<file path="src/rtl/data_mem_arbiter_if.sv">
// Purpose: bundles every signal that crosses the data_mem_arbiter boundary
//   except clock and reset. It carries two requester ports (p0 = CPU load/store
//   unit, p1 = debug/DMA loader), the single-ported memory pins and the busy flag.
// Modports:
//   slave  - arbiter view: requests and mem_read_data in; acks, responses,
//            memory controls and busy out
//   master - environment view (requesters + memory), the mirror image
// Signals:
//   pN_req/pN_we/pN_addr/pN_wdata        requester N command, held until pN_ack
//   pN_ack/pN_rdata/pN_err                requester N response
//   memread/memwrite/mem_address/mem_write_data/mem_read_data  memory pins
//   busy                                  arbiter is mid-access
interface data_mem_arbiter_if #(
  parameter int DATA_W = 32,
  parameter int ADDR_W = 32
);
  logic              p0_req;
  logic              p0_we;
  logic [ADDR_W-1:0] p0_addr;
  logic [DATA_W-1:0] p0_wdata;
  logic              p0_ack;
  logic [DATA_W-1:0] p0_rdata;
  logic              p0_err;

  logic              p1_req;
  logic              p1_we;
  logic [ADDR_W-1:0] p1_addr;
  logic [DATA_W-1:0] p1_wdata;
  logic              p1_ack;
  logic [DATA_W-1:0] p1_rdata;
  logic              p1_err;

  logic              memread;
  logic              memwrite;
  logic [ADDR_W-1:0] mem_address;
  logic [DATA_W-1:0] mem_write_data;
  logic [DATA_W-1:0] mem_read_data;

  logic              busy;

  modport slave (
    input  p0_req, p0_we, p0_addr, p0_wdata,
    input  p1_req, p1_we, p1_addr, p1_wdata,
    input  mem_read_data,
    output p0_ack, p0_rdata, p0_err,
    output p1_ack, p1_rdata, p1_err,
    output memread, memwrite, mem_address, mem_write_data,
    output busy
  );

  modport master (
    output p0_req, p0_we, p0_addr, p0_wdata,
    output p1_req, p1_we, p1_addr, p1_wdata,
    output mem_read_data,
    input  p0_ack, p0_rdata, p0_err,
    input  p1_ack, p1_rdata, p1_err,
    input  memread, memwrite, mem_address, mem_write_data,
    input  busy
  );
endinterface

</file>
<file path="src/rtl/data_mem_arbiter.sv">
// Purpose: shares one single-ported data memory between two requesters.
//   Arbitration is round-robin. One word access runs at a time through the
//   IDLE -> ACCESS -> DONE sequence, and each access ends with a registered
//   response and a one-cycle ack pulse to the winning port.
// Ports:
//   clk    - rising-edge clock
//   reset  - asynchronous, active-high reset
//   bus    - data_mem_arbiter_if.slave: both requester ports, memory pins, busy
module data_mem_arbiter #(
  parameter int DATA_W = 32,
  parameter int ADDR_W = 32,
  parameter int MEM_AW = 8
) (
  input  logic                  clk,
  input  logic                  reset,
  data_mem_arbiter_if.slave     bus
);

  typedef enum logic [1:0] {
    IDLE   = 2'd0,
    ACCESS = 2'd1,
    DONE   = 2'd2
  } state_e;

  state_e            state_q, state_d;
  logic              lastGrant_q, lastGrant_d;
  logic              grantId_q, grantId_d;
  logic              we_q, we_d;
  logic              bad_q, bad_d;
  logic [ADDR_W-1:0] addr_q, addr_d;
  logic [DATA_W-1:0] wdata_q, wdata_d;
  logic [DATA_W-1:0] rdata0_q, rdata0_d;
  logic [DATA_W-1:0] rdata1_q, rdata1_d;

  logic              winner;
  logic              selWe;
  logic [ADDR_W-1:0] selAddr;
  logic [DATA_W-1:0] selWdata;
  logic [DATA_W-1:0] accessRdata;

  // State and latch registers. Reset returns to IDLE with lastGrant pointing at
  // port 1, so port 0 wins the first tie, and clears every latched field. An
  // asynchronous reset during ACCESS drops memwrite at once, because memwrite is
  // decoded from the state.
  always_ff @(posedge clk or posedge reset) begin
    if (reset) begin
      state_q     <= IDLE;
      lastGrant_q <= 1'b1;
      grantId_q   <= 1'b0;
      we_q        <= 1'b0;
      bad_q       <= 1'b0;
      addr_q      <= '0;
      wdata_q     <= '0;
      rdata0_q    <= '0;
      rdata1_q    <= '0;
    end else begin
      state_q     <= state_d;
      lastGrant_q <= lastGrant_d;
      grantId_q   <= grantId_d;
      we_q        <= we_d;
      bad_q       <= bad_d;
      addr_q      <= addr_d;
      wdata_q     <= wdata_d;
      rdata0_q    <= rdata0_d;
      rdata1_q    <= rdata1_d;
    end
  end

  // Next-state logic. In IDLE a single request wins outright. When both ports
  // request, the port that was not granted last wins. lastGrant records every
  // grant so that two ports holding their requests alternate. The winner's command
  // and its legality check are captured together. Each port has its own rdata
  // register, so one port's response is not overwritten by the other's
  // accesses.
  always_comb begin
    state_d     = state_q;
    lastGrant_d = lastGrant_q;
    grantId_d   = grantId_q;
    we_d        = we_q;
    bad_d       = bad_q;
    addr_d      = addr_q;
    wdata_d     = wdata_q;
    rdata0_d    = rdata0_q;
    rdata1_d    = rdata1_q;
    accessRdata = '0;

    if (bus.p0_req && bus.p1_req) begin
      winner = ~lastGrant_q;
    end else begin
      winner = bus.p1_req;
    end
    selWe    = winner ? bus.p1_we    : bus.p0_we;
    selAddr  = winner ? bus.p1_addr  : bus.p0_addr;
    selWdata = winner ? bus.p1_wdata : bus.p0_wdata;

    unique case (state_q)
      IDLE: begin
        if (bus.p0_req || bus.p1_req) begin
          state_d     = ACCESS;
          lastGrant_d = winner;
          grantId_d   = winner;
          we_d        = selWe;
          addr_d      = selAddr;
          wdata_d     = selWdata;
          bad_d       = (selAddr[1:0] != 2'b00) ||
                        (selAddr[ADDR_W-1:MEM_AW+2] != '0);
        end
      end
      ACCESS: begin
        state_d = DONE;
        if (!we_q && !bad_q) begin
          accessRdata = bus.mem_read_data;
        end
        if (grantId_q) begin
          rdata1_d = accessRdata;
        end else begin
          rdata0_d = accessRdata;
        end
      end
      DONE: begin
        state_d = IDLE;
      end
      default: begin
        state_d = IDLE;
      end
    endcase
  end

  // Output decode. The memory address and write data always show the latched
  // command. Memory enables are active only in ACCESS and only for a legal
  // access. The ack and err outputs go only to the recorded winner.
  always_comb begin
    bus.mem_address    = addr_q;
    bus.mem_write_data = wdata_q;
    bus.memread        = (state_q == ACCESS) && !we_q && !bad_q;
    bus.memwrite       = (state_q == ACCESS) &&  we_q && !bad_q;
    bus.p0_ack         = (state_q == DONE) && !grantId_q;
    bus.p1_ack         = (state_q == DONE) &&  grantId_q;
    bus.p0_err         = (state_q == DONE) && !grantId_q && bad_q;
    bus.p1_err         = (state_q == DONE) &&  grantId_q && bad_q;
    bus.p0_rdata       = rdata0_q;
    bus.p1_rdata       = rdata1_q;
    bus.busy           = (state_q != IDLE);
  end

endmodule

</file>
<file path="src/flat_wrapper.sv">
// flat-port wrapper written by rule: the top's interface ports become plain ports
module data_mem_arbiter_flat 
#(
  parameter int DATA_W = 32,
  parameter int ADDR_W = 32,
  parameter int MEM_AW = 8
)
  (clk, reset, bus_p0_req, bus_p0_we, bus_p0_addr, bus_p0_wdata, bus_p1_req, bus_p1_we, bus_p1_addr, bus_p1_wdata, bus_mem_read_data, bus_p0_ack, bus_p0_rdata, bus_p0_err, bus_p1_ack, bus_p1_rdata, bus_p1_err, bus_memread, bus_memwrite, bus_mem_address, bus_mem_write_data, bus_busy);
  data_mem_arbiter_if #(.DATA_W(DATA_W), .ADDR_W(ADDR_W)) bus_i ();
  input  logic clk;
  input  logic reset;
  input wire logic [$bits(bus_i.p0_req)-1:0] bus_p0_req;
  input wire logic [$bits(bus_i.p0_we)-1:0] bus_p0_we;
  input wire logic [$bits(bus_i.p0_addr)-1:0] bus_p0_addr;
  input wire logic [$bits(bus_i.p0_wdata)-1:0] bus_p0_wdata;
  input wire logic [$bits(bus_i.p1_req)-1:0] bus_p1_req;
  input wire logic [$bits(bus_i.p1_we)-1:0] bus_p1_we;
  input wire logic [$bits(bus_i.p1_addr)-1:0] bus_p1_addr;
  input wire logic [$bits(bus_i.p1_wdata)-1:0] bus_p1_wdata;
  input wire logic [$bits(bus_i.mem_read_data)-1:0] bus_mem_read_data;
  output wire logic [$bits(bus_i.p0_ack)-1:0] bus_p0_ack;
  output wire logic [$bits(bus_i.p0_rdata)-1:0] bus_p0_rdata;
  output wire logic [$bits(bus_i.p0_err)-1:0] bus_p0_err;
  output wire logic [$bits(bus_i.p1_ack)-1:0] bus_p1_ack;
  output wire logic [$bits(bus_i.p1_rdata)-1:0] bus_p1_rdata;
  output wire logic [$bits(bus_i.p1_err)-1:0] bus_p1_err;
  output wire logic [$bits(bus_i.memread)-1:0] bus_memread;
  output wire logic [$bits(bus_i.memwrite)-1:0] bus_memwrite;
  output wire logic [$bits(bus_i.mem_address)-1:0] bus_mem_address;
  output wire logic [$bits(bus_i.mem_write_data)-1:0] bus_mem_write_data;
  output wire logic [$bits(bus_i.busy)-1:0] bus_busy;
  assign bus_i.p0_req = bus_p0_req;
  assign bus_i.p0_we = bus_p0_we;
  assign bus_i.p0_addr = bus_p0_addr;
  assign bus_i.p0_wdata = bus_p0_wdata;
  assign bus_i.p1_req = bus_p1_req;
  assign bus_i.p1_we = bus_p1_we;
  assign bus_i.p1_addr = bus_p1_addr;
  assign bus_i.p1_wdata = bus_p1_wdata;
  assign bus_i.mem_read_data = bus_mem_read_data;
  assign bus_p0_ack = bus_i.p0_ack;
  assign bus_p0_rdata = bus_i.p0_rdata;
  assign bus_p0_err = bus_i.p0_err;
  assign bus_p1_ack = bus_i.p1_ack;
  assign bus_p1_rdata = bus_i.p1_rdata;
  assign bus_p1_err = bus_i.p1_err;
  assign bus_memread = bus_i.memread;
  assign bus_memwrite = bus_i.memwrite;
  assign bus_mem_address = bus_i.mem_address;
  assign bus_mem_write_data = bus_i.mem_write_data;
  assign bus_busy = bus_i.busy;
  data_mem_arbiter #(.DATA_W(DATA_W), .ADDR_W(ADDR_W), .MEM_AW(MEM_AW)) u_core (.clk(clk), .reset(reset), .bus(bus_i));
endmodule
</file>
<file path="config.mk">
export PLATFORM = sky130hd
export DESIGN_NAME = data_mem_arbiter_flat
export DESIGN_NICKNAME = d
export VERILOG_FILES = /design/src/rtl/data_mem_arbiter_if.sv /design/src/rtl/data_mem_arbiter.sv /design/src/flat_wrapper.sv
export SDC_FILE = /design/constraint.sdc
export NUM_CORES = 1
export LEC_CHECK = 0
export ABC_AREA = 1
export ABC_CLOCK_PERIOD_IN_PS = 7220
export CORE_AREA = 2 2 121 123
export DETAILED_ROUTE_END_ITERATION = 10
export DIE_AREA = 0 0 123 125
export PLACE_DENSITY = 0.88
export REMOVE_ABC_BUFFERS = 1
export SYNTH_ARGS = -nofsm -noshare
export SYNTH_HDL_FRONTEND = slang
export SYNTH_SLANG_ARGS = --single-unit
</file>
<file path="constraint.sdc">
create_clock -name clk -period 7.22 [get_ports clk]
set_input_delay 1.805 -clock clk [delete_from_list [all_inputs] [get_ports clk]]
set_output_delay 1.805 -clock clk [all_outputs]
set_load 0.1 [all_outputs]
</file>
# == Yosys cells after proc, flatten, opt, wreduce, memory -nomap -nowiden ==
# Index checks and enable logic that the tools add are counted.
# op_classes
eq_ne,3
mux,7
bitwise,2
n_reduce_logical,22
# ops
cell,count
$mux W32,3
$reduce_bool A22 Y1,1
$logic_and A1 B1 Y1,10
$reduce_and A2 Y1,3
$pmux W2 S2,1
$reduce_bool A2 Y1,2
$logic_not A1 Y1,3
$eq A2 B1 Y1 const B,1
$eq A2 B2 Y1 const B,1
$logic_not A2 Y1,1
$logic_or A1 B1 Y1,2
$mux W1,2
$mux W2,1
$ne A2 B1 Y1 const B,1
$not A1 Y1,2
# word_totals
reg_bits,134
input_bits,166
output_inout_bits,135
wordCells,43

# == Depth between registers and ports, before layout ==
# Gate-level depths: netlist of run 1.
# depth
ltp_word,5
mapped_depth,11
ltp_nobuf,10

# == Worst setup path before layout of run 1 ==
# OpenSTA, ideal clock, no wires.
# synth_path
kind,register to output
startpoint,register u_core.grantId_q
endpoint,output bus_p1_err
arrival_time_ps,3414
required_time_ps,5415
setup_slack_ps,2001
stages_incl_launch_ff,3
path_buffers,0
path_cell_list,dfrtp_1 -> inv_2 -> nor4_1
# synth_via
elab_chain_len,2
# synth_lines
element,line,rtl
start: declaration,data_mem_arbiter.sv:27,"logic grantId_q, grantId_d;"
start signal: assignment,data_mem_arbiter.sv:59,grantId_q <= grantId_d;
$logic_and A1 B1 Y1 (2 in series),data_mem_arbiter.sv:140,bus.p1_err = (state_q == DONE) && grantId_q && bad_q;
end: declaration,flat_wrapper.sv:26,output wire logic [$bits(bus_i.p1_err)-1:0] bus_p1_err;
# No other way between the ends.

# == Final worst setup path of run 1 ==
# layout_path
startpoint,register u_core.bad_q
endpoint,output bus_memread
# layout_via
elab_chain_len,2
# layout_lines
element,line,rtl
start: declaration,data_mem_arbiter.sv:29,"logic bad_q, bad_d;"
start signal: assignment,data_mem_arbiter.sv:51,bad_q <= 1'b0;
start signal: assignment,data_mem_arbiter.sv:61,bad_q <= bad_d;
$logic_not A1 Y1,data_mem_arbiter.sv:135,bus.memread = (state_q == ACCESS) && !we_q && !bad_q;
$logic_and A1 B1 Y1,data_mem_arbiter.sv:135,
end: declaration,flat_wrapper.sv:27,output wire logic [$bits(bus_i.memread)-1:0] bus_memread;
# No other way between the ends.

==> results of run 1 <==
sequential cells by signal (all words and copies together) (netlist names):
name,count
u_core.grantId_q,1
u_core.we_q,1
u_core.bus.mem_write_data,32
u_core.bus.p0_rdata,32
u_core.bus.p1_rdata,32
u_core.state_q,2
u_core.lastGrant_q,1
u_core.bad_q,1
u_core.bus.mem_address,32
routing by layer:
metal,track usage [%],wire length (µm),vias up
li1,-,-,2650
met1,26.60,6613,2585
met2,38.84,8793,249
met3,8.668,1863,35
met4,10.03,494,0
met5,0,0,-
final cells by class:
cell class | instances | area, µm² | area share (%)
tap | 184 | 230.2 | 2.367
clock buffer | 19 | 452.9 | 4.657
clock inverter | 13 | 143.9 | 1.479
sequential | 134 | 3354 | 34.49
inverter | 51 | 196.4 | 2.020
timing repair buffer | 304 | 3033 | 31.18
multi-input combinational | 415 | 2316 | 23.81
per-stage QoR:
step / hold WS (ns) / cell area (µm²)
floorplan: 0.4642 / 5864
global placement: 0.4656 / 9130
detailed placement: 0.4740 / 9130
CTS: 0.4833 / 9727
global route: 0.4964 / 9727
finish: 0.4803 / 9727
tightest hold or removal path: cells and delay by family, from the launching register on:
| family | cells | cell delay [ns] |
|---|---|---|
| DFF | 1 | 0.38 |
| and+or+nand+nor | 2 | 0.10 |
synth_stat cells (2+ instances only):
cell type	n	area, µm²
mux2_2	24	270.3
clkbuf_2	2	10.01
nor4_1	2	12.51
o21ai_1	49	245.2
nor2_8	2	40.04
buf_2	17	85.08
buf_6	9	101.4
nor2_1	102	382.9
nor2_4	2	22.52
nor3_1	3	15.01
nand3_1	14	70.07
nand2_1	107	401.6
buf_4	7	52.55
inv_2	4	15.01
mux2_1	40	450.4
o21ai_0	48	240.2
clkbuf_1	2	7.510
nand3b_1	4	30.03
a31oi_1	13	81.33
inv_1	46	172.7
dfrtp_1	133	3328
cells by family after synthesis:
family,Yosys count,synth area share (%)
buffers and inverters,88,7.359
and+or+nand+nor,238,16.44
AOI/OAI and AO/OA,113,9.628
DFF,134,54.80
muxes,64,11.77
power breakdown:
group	internal (mW)	switching [mW]
registers	0.952	0.123
clock network	0.530	0.330
logic	0.581	1.93
total	2.06	2.38
worst paths after layout:
path	startpoint	to	slack (ns)
max	u_core.bad_q	bus_memread	2.88
min	u_core.lastGrant_q	u_core.lastGrant_q	0.48
max reg2reg	u_core.lastGrant_q	u_core.bad_q	4.88
min reg2reg	u_core.lastGrant_q	u_core.lastGrant_q	0.48
max in group asynchronous	reset	u_core.bus.mem_address[11]	3.93
min in group asynchronous	reset	u_core.bus.p0_rdata[2]	1.98
==> impl_metrics.json, run 1 <==
{
  "status": "finished clean",
  "viasPerCell": 4.928,
  "path_buf_inv": 3,
  "final_nets": 1089,
  "total_leakage_power_nw": 4.521,
  "syn_to_final_growth_pct": 58.91,
  "post-route-period-util_pct": 60.09,
  "synth_cell_types": 28,
  "rsz0062_at_grt": "no",
  "fin_setup_tns_ns": 0,
  "clock-sinks": 134,
  "synth_ff_type": "dfrtp_1",
  "peakVddDrop_uv": 388.1,
  "setup_viol": 0,
  "final_cell_mix": "clkdlybuf4s50_1 (300), dfrtp_1 (133), nand2_1 (107)",
  "min_path_type": "register to register",
  "synth.avg_cell_area_um2": 9.609,
  "root_buffer": "clkbuf_16",
  "start_kind": "register",
  "synthCells": 637,
  "die_width_um": 123,
  "whs_path_depth": 2,
  "gr-usage-all-layers_pct": 23.29,
  "dr_total_vias": 5519,
  "numCtsBuffers": 17,
  "ys_warn_count": 0,
  "critPathKind": "register to output pin",
  "portBuffers": 300,
  "cp_num_cells": 5,
  "ios": 301,
  "hold_viol": 0,
  "worst_pin_slew_ns": 1.063,
  "utilization_pct": 68.48,
  "p_per_area_nw_per_um2": 457.1,
  "synth-edff-count": 0,
  "max-clock-path-buffers": 2,
  "dp_hpwl_um": 12870,
  "clock-skew-final_ns": 0.008620,
  "drv_slew": 0,
  "route.detailed.drc": 0,
  "cp_data_required_time_ns": 5.41,
  "fillers": 1048,
  "antenna_left": 0,
  "drv_cap": 0,
  "max_slew_margin_pct": 28.93,
  "max_freq_mhz": 230.5,
  "place.gp.congestion": 0.8238,
  "die_y_um": 125,
  "rows": 44,
  "layout_commonest_cell": "clkdlybuf4s50_1",
  "slowest_delay_ns": 1.15,
  "cts_max_level": 4,
  "clk_latency_ns": 0.41,
  "drt_iter0_drc": 261,
  "period_minus_slack_ns": 4.338,
  "arrival_ns": 2.53,
  "grt_pass1_wl_um": 27800,
  "grt-ovfl-total": 0,
  "grt_max_degree": 83,
  "syn-cell-area_um2": 6121,
  "path_max_fanout": 33,
  "cp_top_family": "buffers and inverters",
  "cp_cell_sequence": "inv_1 > nand2_1 > buf_4 > nor2_1 > clkdlybuf4s50_1",
  "finalNonFillerCells": 1120,
  "dp.cells": 1088,
  "slowest_stage": "clkdlybuf4s50_1",
  "async_flop_share_pct": 100.0,
  "n_antenna_cell": 0,
  "routedWlPerCell_um": 15.86,
  "core_um2": 14200,
  "dieArea_um2": 15380,
  "endpoint_kind": "output pin",
  "ys_seq_area_share_pct": 54.80,
  "hold_buffers": 0,
  "reg2regPathDepth": 10,
  "post_cts_buffers": 0,
  "cts_resized": 0,
  "total_power_mw": 4.446,
  "clkTransAtPathRegs_ns": 0.06,
  "first_pass_iters": 5,
  "antenna_found_initial": 0,
  "setup_slack_ns": 2.882,
  "drive_above_1_share_pct": 7.906,
  "dp_slack_ns": 2.672,
  "wirelength_um": 17760,
  "grt_pass1_vias": 5519,
  "start_util_pct": 43.09,
  "cts_tree": "built",
  "ys_ff_latch": 134
}
No activity file was read; power rests on OpenSTA's default activity.
==> inputs of run 2 (changes only) <==
--- a/config.mk
+++ b/config.mk
@@ -6,11 +6,11 @@
 export NUM_CORES = 1
 export LEC_CHECK = 0
 export ABC_AREA = 1
-export ABC_CLOCK_PERIOD_IN_PS = 7220
-export CORE_AREA = 2 2 121 123
+export ABC_CLOCK_PERIOD_IN_PS = 4150
+export CORE_AREA = 2 2 126 128
 export DETAILED_ROUTE_END_ITERATION = 10
-export DIE_AREA = 0 0 123 125
-export PLACE_DENSITY = 0.88
+export DIE_AREA = 0 0 128 130
+export PLACE_DENSITY = 0.82
 export REMOVE_ABC_BUFFERS = 1
 export SYNTH_ARGS = -nofsm -noshare
 export SYNTH_HDL_FRONTEND = slang
==> constraint.sdc (replaced) <==
create_clock -name clk -period 4.15 [get_ports clk]
set_input_delay 1.0375 -clock clk [delete_from_list [all_inputs] [get_ports clk]]
set_output_delay 1.0375 -clock clk [all_outputs]
set_load 0.1 [all_outputs]
==> impl_metrics.json, run 2 (synthesized netlist as in run 1, its figures left out) <==
{
  "place.gp.congestion": 0.8108,
  "portBuffers": 300,
  "start_util_pct": 39.68,
  "rows": 46,
  "drive_above_1_share_pct": 8.830,
  "clk_latency_ns": 0.41,
  "clkTransAtPathRegs_ns": 0.06,
  "reg2reg_from": "u_core.state_q[1]",
  "core_um2": 15420,
  "viasPerCell": 4.859,
  "cts_max_level": 4,
  "hold_viol": 0,
  "route.detailed.drc": 0,
  "highest_layer": "met4",
  "wl_met1_um": 7356,
  "rsz0062_at_grt": "no",
  "arrival_ns": 2.26,
  "first_pass_iters": 4,
  "fillers": 1264,
  "fin_setup_tns_ns": 0,
  "wirelength_um": 18220,
  "syn_to_final_growth_pct": 60.08,
  "grt-ovfl-total": 0,
  "reg2regPathDepth": 6,
  "period_minus_slack_ns": 3.296,
  "max_slew_margin_pct": 30.89,
  "met3RoutedLength_um": 1612,
  "grt_max_degree": 68,
  "dpl_cell_area_um2": 9168,
  "status": "finished clean",
  "drt_iter0_drc": 275,
  "dp_hpwl_um": 13160,
  "grt_pass1_vias": 5385,
  "clock-sinks": 134,
  "met2_length_um": 8965,
  "path_max_fanout": 5,
  "whs_path_depth": 2,
  "antenna_found_initial": 1,
  "final_nets": 1094,
  "critPathCapture": "bus_busy",
  "dr_total_vias": 5505,
  "hold_buffers": 0,
  "cts_tree": "built",
  "antenna_left": 0,
  "stdcell_area_um2": 9798,
  "critPathLaunch": "u_core.state_q[1]",
  "total_leakage_power_nw": 4.569,
  "die_y_um": 130,
  "cts_resized": 0,
  "die_width_um": 128,
  "register_area_um2": 3354,
  "grt_pass1_wl_um": 28060,
  "peakVddDrop_uv": 647.1,
  "layout_commonest_cell": "clkdlybuf4s50_1",
  "post_cts_buffers": 0,
  "reg2reg_slack_ns": 1.99,
  "multi_input_area_um2": 2316,
  "dieArea_um2": 16640,
  "drv_slew": 0,
  "numCtsBuffers": 17,
  "clock-skew-final_ns": 0.008880,
  "p_per_area_nw_per_um2": 799.8,
  "endpoint_kind": "output pin",
  "post-route-period-util_pct": 79.42,
  "gr-usage-all-layers_pct": 21.78,
  "crit-reg2reg-capture": "u_core.bus.mem_write_data[29]",
  "drv_cap": 0,
  "min_path_type": "register to register",
  "ios": 301,
  "start_kind": "register",
  "final_cell_mix": "clkdlybuf4s50_1 (295), dfrtp_1 (133), nand2_1 (107)",
  "root_buffer": "clkbuf_16",
  "setup_viol": 0,
  "worst_pin_slew_ns": 1.033,
  "holdWs_ns": 0.4830,
  "max-clock-path-buffers": 2,
  "max_freq_mhz": 303.4,
  "routedWlPerCell_um": 16.08,
  "cp_data_required_time_ns": 3.11,
  "critPathKind": "register to output pin"
}
## run 2: changes by cell type in the layout (fill, tap and decap cells not counted), moves of 2 or more
cell / previous run / this run
clkdlybuf4s50_1: 300 / 295
clkbuf_8: 2 / 0
clkinv_4: 1 / 4
buf_4: 4 / 14
inv_6: 4 / 2
bufinv_16: 2 / 4
## run 2: how the worst min path moves through the flow
stage,slack [ns],start,end
after CTS,0.49,u_core.bus.p1_rdata[9],u_core.bus.p1_rdata[9]
after floorplan,0.46,u_core.lastGrant_q,u_core.lastGrant_q
final,0.48,u_core.bus.mem_address[29],u_core.bus.mem_address[29]
after global placement,0.47,u_core.bus.p1_rdata[24],u_core.bus.p1_rdata[24]
after detailed placement,0.47,u_core.bus.mem_address[29],u_core.bus.mem_address[29]
after global routing,0.50,u_core.bus.p1_rdata[1],u_core.bus.p1_rdata[1]
## run 2: worst max-delay path, cell delays in order (launching register included)
cell and delay [ns]:
dfrtp_1 0.41, inv_2 0.08, nand2_1 0.17, clkdlybuf4s50_1 1.18
## run 2: metrics by stage
stage | utilization [%] | worst slack [ns] | std cells | power (mW)
6_report | 63.52 | 0.8542 | 1133 | 7.837
5_1_grt | 63.52 | 0.7563 | 1133 | 8.156
4_1_cts | 63.51 | 0.8233 | 1132 | 7.902
3_5_place_dp | 59.43 | 0.6599 | 1101 | 6.277
3_3_place_gp | 59.43 | 0.7885 | 1101 | 6.227
2_1_floorplan | - | -0.4686 | 600 | 5.085
## run 2: final cells by class
type                            count  share of cell area [%]
Clock buffer                       17                   4.342
Inverter                           51                   2.030
Timing Repair Buffer              309                   31.21
Multi-Input combinational cell    415                   23.64
Antenna cell                        1                 0.02554
Clock inverter                     14                   2.069
Tap cell                          192                   2.452
Sequential cell                   134                   34.24
## run 2: per-layer routing
layer | vias to the layer above | track usage, %
li1 | 2666 | -
met1 | 2577 | 25.71
met2 | 243 | 37.15
met3 | 19 | 8.364
met4 | 0 | 6.529
met5 | - | 0
## run 2: report_power, final
| part | switching (mW) | internal, mW | total, mW |
|---|---|---|---|
| combinational | 3.36 | 1.01 | 4.38 |
| sequential | 0.212 | 1.66 | 1.87 |
| clock | 0.582 | 1.01 | 1.59 |
| total | 4.16 | 3.68 | 7.84 |
==> inputs of run 3 (changes only) <==
--- a/config.mk
+++ b/config.mk
@@ -6,7 +6,7 @@
 export NUM_CORES = 1
 export LEC_CHECK = 0
 export ABC_AREA = 1
-export ABC_CLOCK_PERIOD_IN_PS = 4150
+export ABC_CLOCK_PERIOD_IN_PS = 3100
 export CORE_AREA = 2 2 126 128
 export DETAILED_ROUTE_END_ITERATION = 10
 export DIE_AREA = 0 0 128 130
==> constraint.sdc (replaced) <==
create_clock -name clk -period 3.1 [get_ports clk]
set_input_delay 0.775 -clock clk [delete_from_list [all_inputs] [get_ports clk]]
set_output_delay 0.775 -clock clk [all_outputs]
set_load 0.1 [all_outputs]
==> impl_metrics.json, run 3 (synthesized netlist as in run 1, its figures left out) <==
{
  "clock-sinks": 134,
  "gr-usage-all-layers_pct": 21.36,
  "dp_slack_ns": 0.4265,
  "setup_viol": 0,
  "first_pass_iters": 4,
  "root_buffer": "clkbuf_16",
  "dp.cells": 1105,
  "start_kind": "register",
  "die_y_um": 130,
  "cp_cell_sequence": "inv_2 > nor4_1 > buf_4",
  "max_freq_mhz": 415.0,
  "period_minus_slack_ns": 2.409,
  "dp_hpwl_um": 13190,
  "core_um2": 15420,
  "numCtsBuffers": 17,
  "setup_slack_ns": 0.6905,
  "layout_commonest_cell": "clkdlybuf4s50_1",
  "viasPerCell": 4.868,
  "whs_path_depth": 2,
  "register_area_um2": 3354,
  "grt_max_degree": 61,
  "reg2reg_from": "u_core.lastGrant_q",
  "arrival_ns": 1.63,
  "max_slew_margin_pct": 60.03,
  "antenna_found_initial": 0,
  "portBuffers": 300,
  "post-route-period-util_pct": 77.72,
  "worst_pin_slew_ns": 0.5995,
  "grt_pass1_wl_um": 27590,
  "drive_above_1_share_pct": 22.96,
  "start_util_pct": 39.68,
  "final_cell_mix": "clkdlybuf4s50_1 (165), buf_4 (145), dfrtp_1 (133)",
  "rows": 46,
  "total_leakage_power_nw": 4.780,
  "dr_total_vias": 5535,
  "p_per_area_nw_per_um2": 1076,
  "hold_buffers": 0,
  "n_antenna_cell": 0,
  "rsz0062_at_grt": "no",
  "peakVddDrop_uv": 990.6,
  "fillers": 1315,
  "ios": 301,
  "antenna_left": 0,
  "cp_data_required_time_ns": 2.32,
  "drv_slew": 0,
  "min_to": "u_core.bus.mem_address[29]",
  "path_max_fanout": 4,
  "endpoint_kind": "output pin",
  "drv_cap": 0,
  "reg2reg_slack_ns": 1.26,
  "fin_setup_tns_ns": 0,
  "critPathKind": "register to output pin",
  "place.gp.congestion": 0.8652,
  "min_path_type": "register to register",
  "max-clock-path-buffers": 2,
  "slowest_delay_ns": 0.51,
  "hold_viol": 0,
  "reg2regPathDepth": 6,
  "grt_pass1_vias": 5486,
  "die_width_um": 128,
  "clkTransAtPathRegs_ns": 0.06,
  "utilization_pct": 61.52,
  "grt-ovfl-total": 0,
  "crit-reg2reg-capture": "u_core.bus.mem_write_data[31]",
  "drt_iter0_drc": 285,
  "slowest_stage": "dfrtp_1",
  "syn_to_final_growth_pct": 55.03,
  "hp-start": "u_core.bus.mem_address[29]",
  "finalNonFillerCells": 1137,
  "clock-skew-final_ns": 0.01019,
  "cts_tree": "built",
  "cts_resized": 0,
  "post_cts_buffers": 0,
  "multi_input_area_um2": 2316,
  "route.detailed.drc": 0,
  "routedWlPerCell_um": 15.62,
  "total_power_mw": 10.21,
  "status": "finished clean",
  "final_nets": 1098,
  "dieArea_um2": 16640,
  "cts_max_level": 4,
  "wirelength_um": 17760,
  "clk_latency_ns": 0.40
}
## run 3: cell count changes in the layout (fill, tap and decap cells not counted)
| cell | delta |
|---|---|
| buf_4 | +131 |
| clkdlybuf4s50_1 | -130 |
| buf_12 | +3 |
| bufinv_16 | -2 |
| clkinv_2 | +2 |
| inv_6 | +2 |
| clkbuf_1 | +1 |
| clkinv_4 | -1 |
| diode_2 | -1 |
| inv_8 | -1 |
## run 3: worst max path at each step
| stage | startpoint | endpoint | slack [ns] | cells past startpoint |
|---|---|---|---|---|
| floorplan | reset | u_core.bad_q | -1.26 | 1 |
| global placement | bus_p0_req | u_core.bus.mem_write_data[23] | 0.52 | 7 |
| detailed placement | bus_p0_req | u_core.bus.mem_write_data[27] | 0.43 | 7 |
| CTS | u_core.grantId_q | bus_p1_err | 0.69 | 3 |
| global route | u_core.grantId_q | bus_p1_err | 0.56 | 3 |
| finish | u_core.grantId_q | bus_p1_err | 0.69 | 3 |
## run 3: critical path: cells and delay by family (launching register included)
family                 cells  cell delay (ns)
DFF                        1             0.51
buffers and inverters      2             0.49
and+or+nand+nor            1             0.23
## run 3: where the power goes
| part | internal, mW | switching (mW) |
|---|---|---|
| clock | 1.19 | 0.781 |
| combinational | 1.24 | 4.49 |
| sequential | 2.22 | 0.293 |
## run 3: cell type report
cell class,instances,area share (%)
tap,192,2.532
sequential,134,35.35
multi-input combinational,415,24.41
clock buffer,18,4.523
timing repair buffer,313,29.51
inverter,51,2.097
clock inverter,14,1.582
## run 3: per-stage QoR
step	cell area, µm²	hold slack (ns)
after detailed placement	8910	0.4760
after CTS	9489	0.4888
final	9489	0.4858
after global routing	9489	0.5016
after global placement	8910	0.4684
after floorplan	5864	0.4642
## run 3: metal layers
layer	wire, µm	global-route usage (%)
met1	6955	24.02
met2	8733	37.97
met3	1698	7.257
met4	368	7.628
met5	0	0
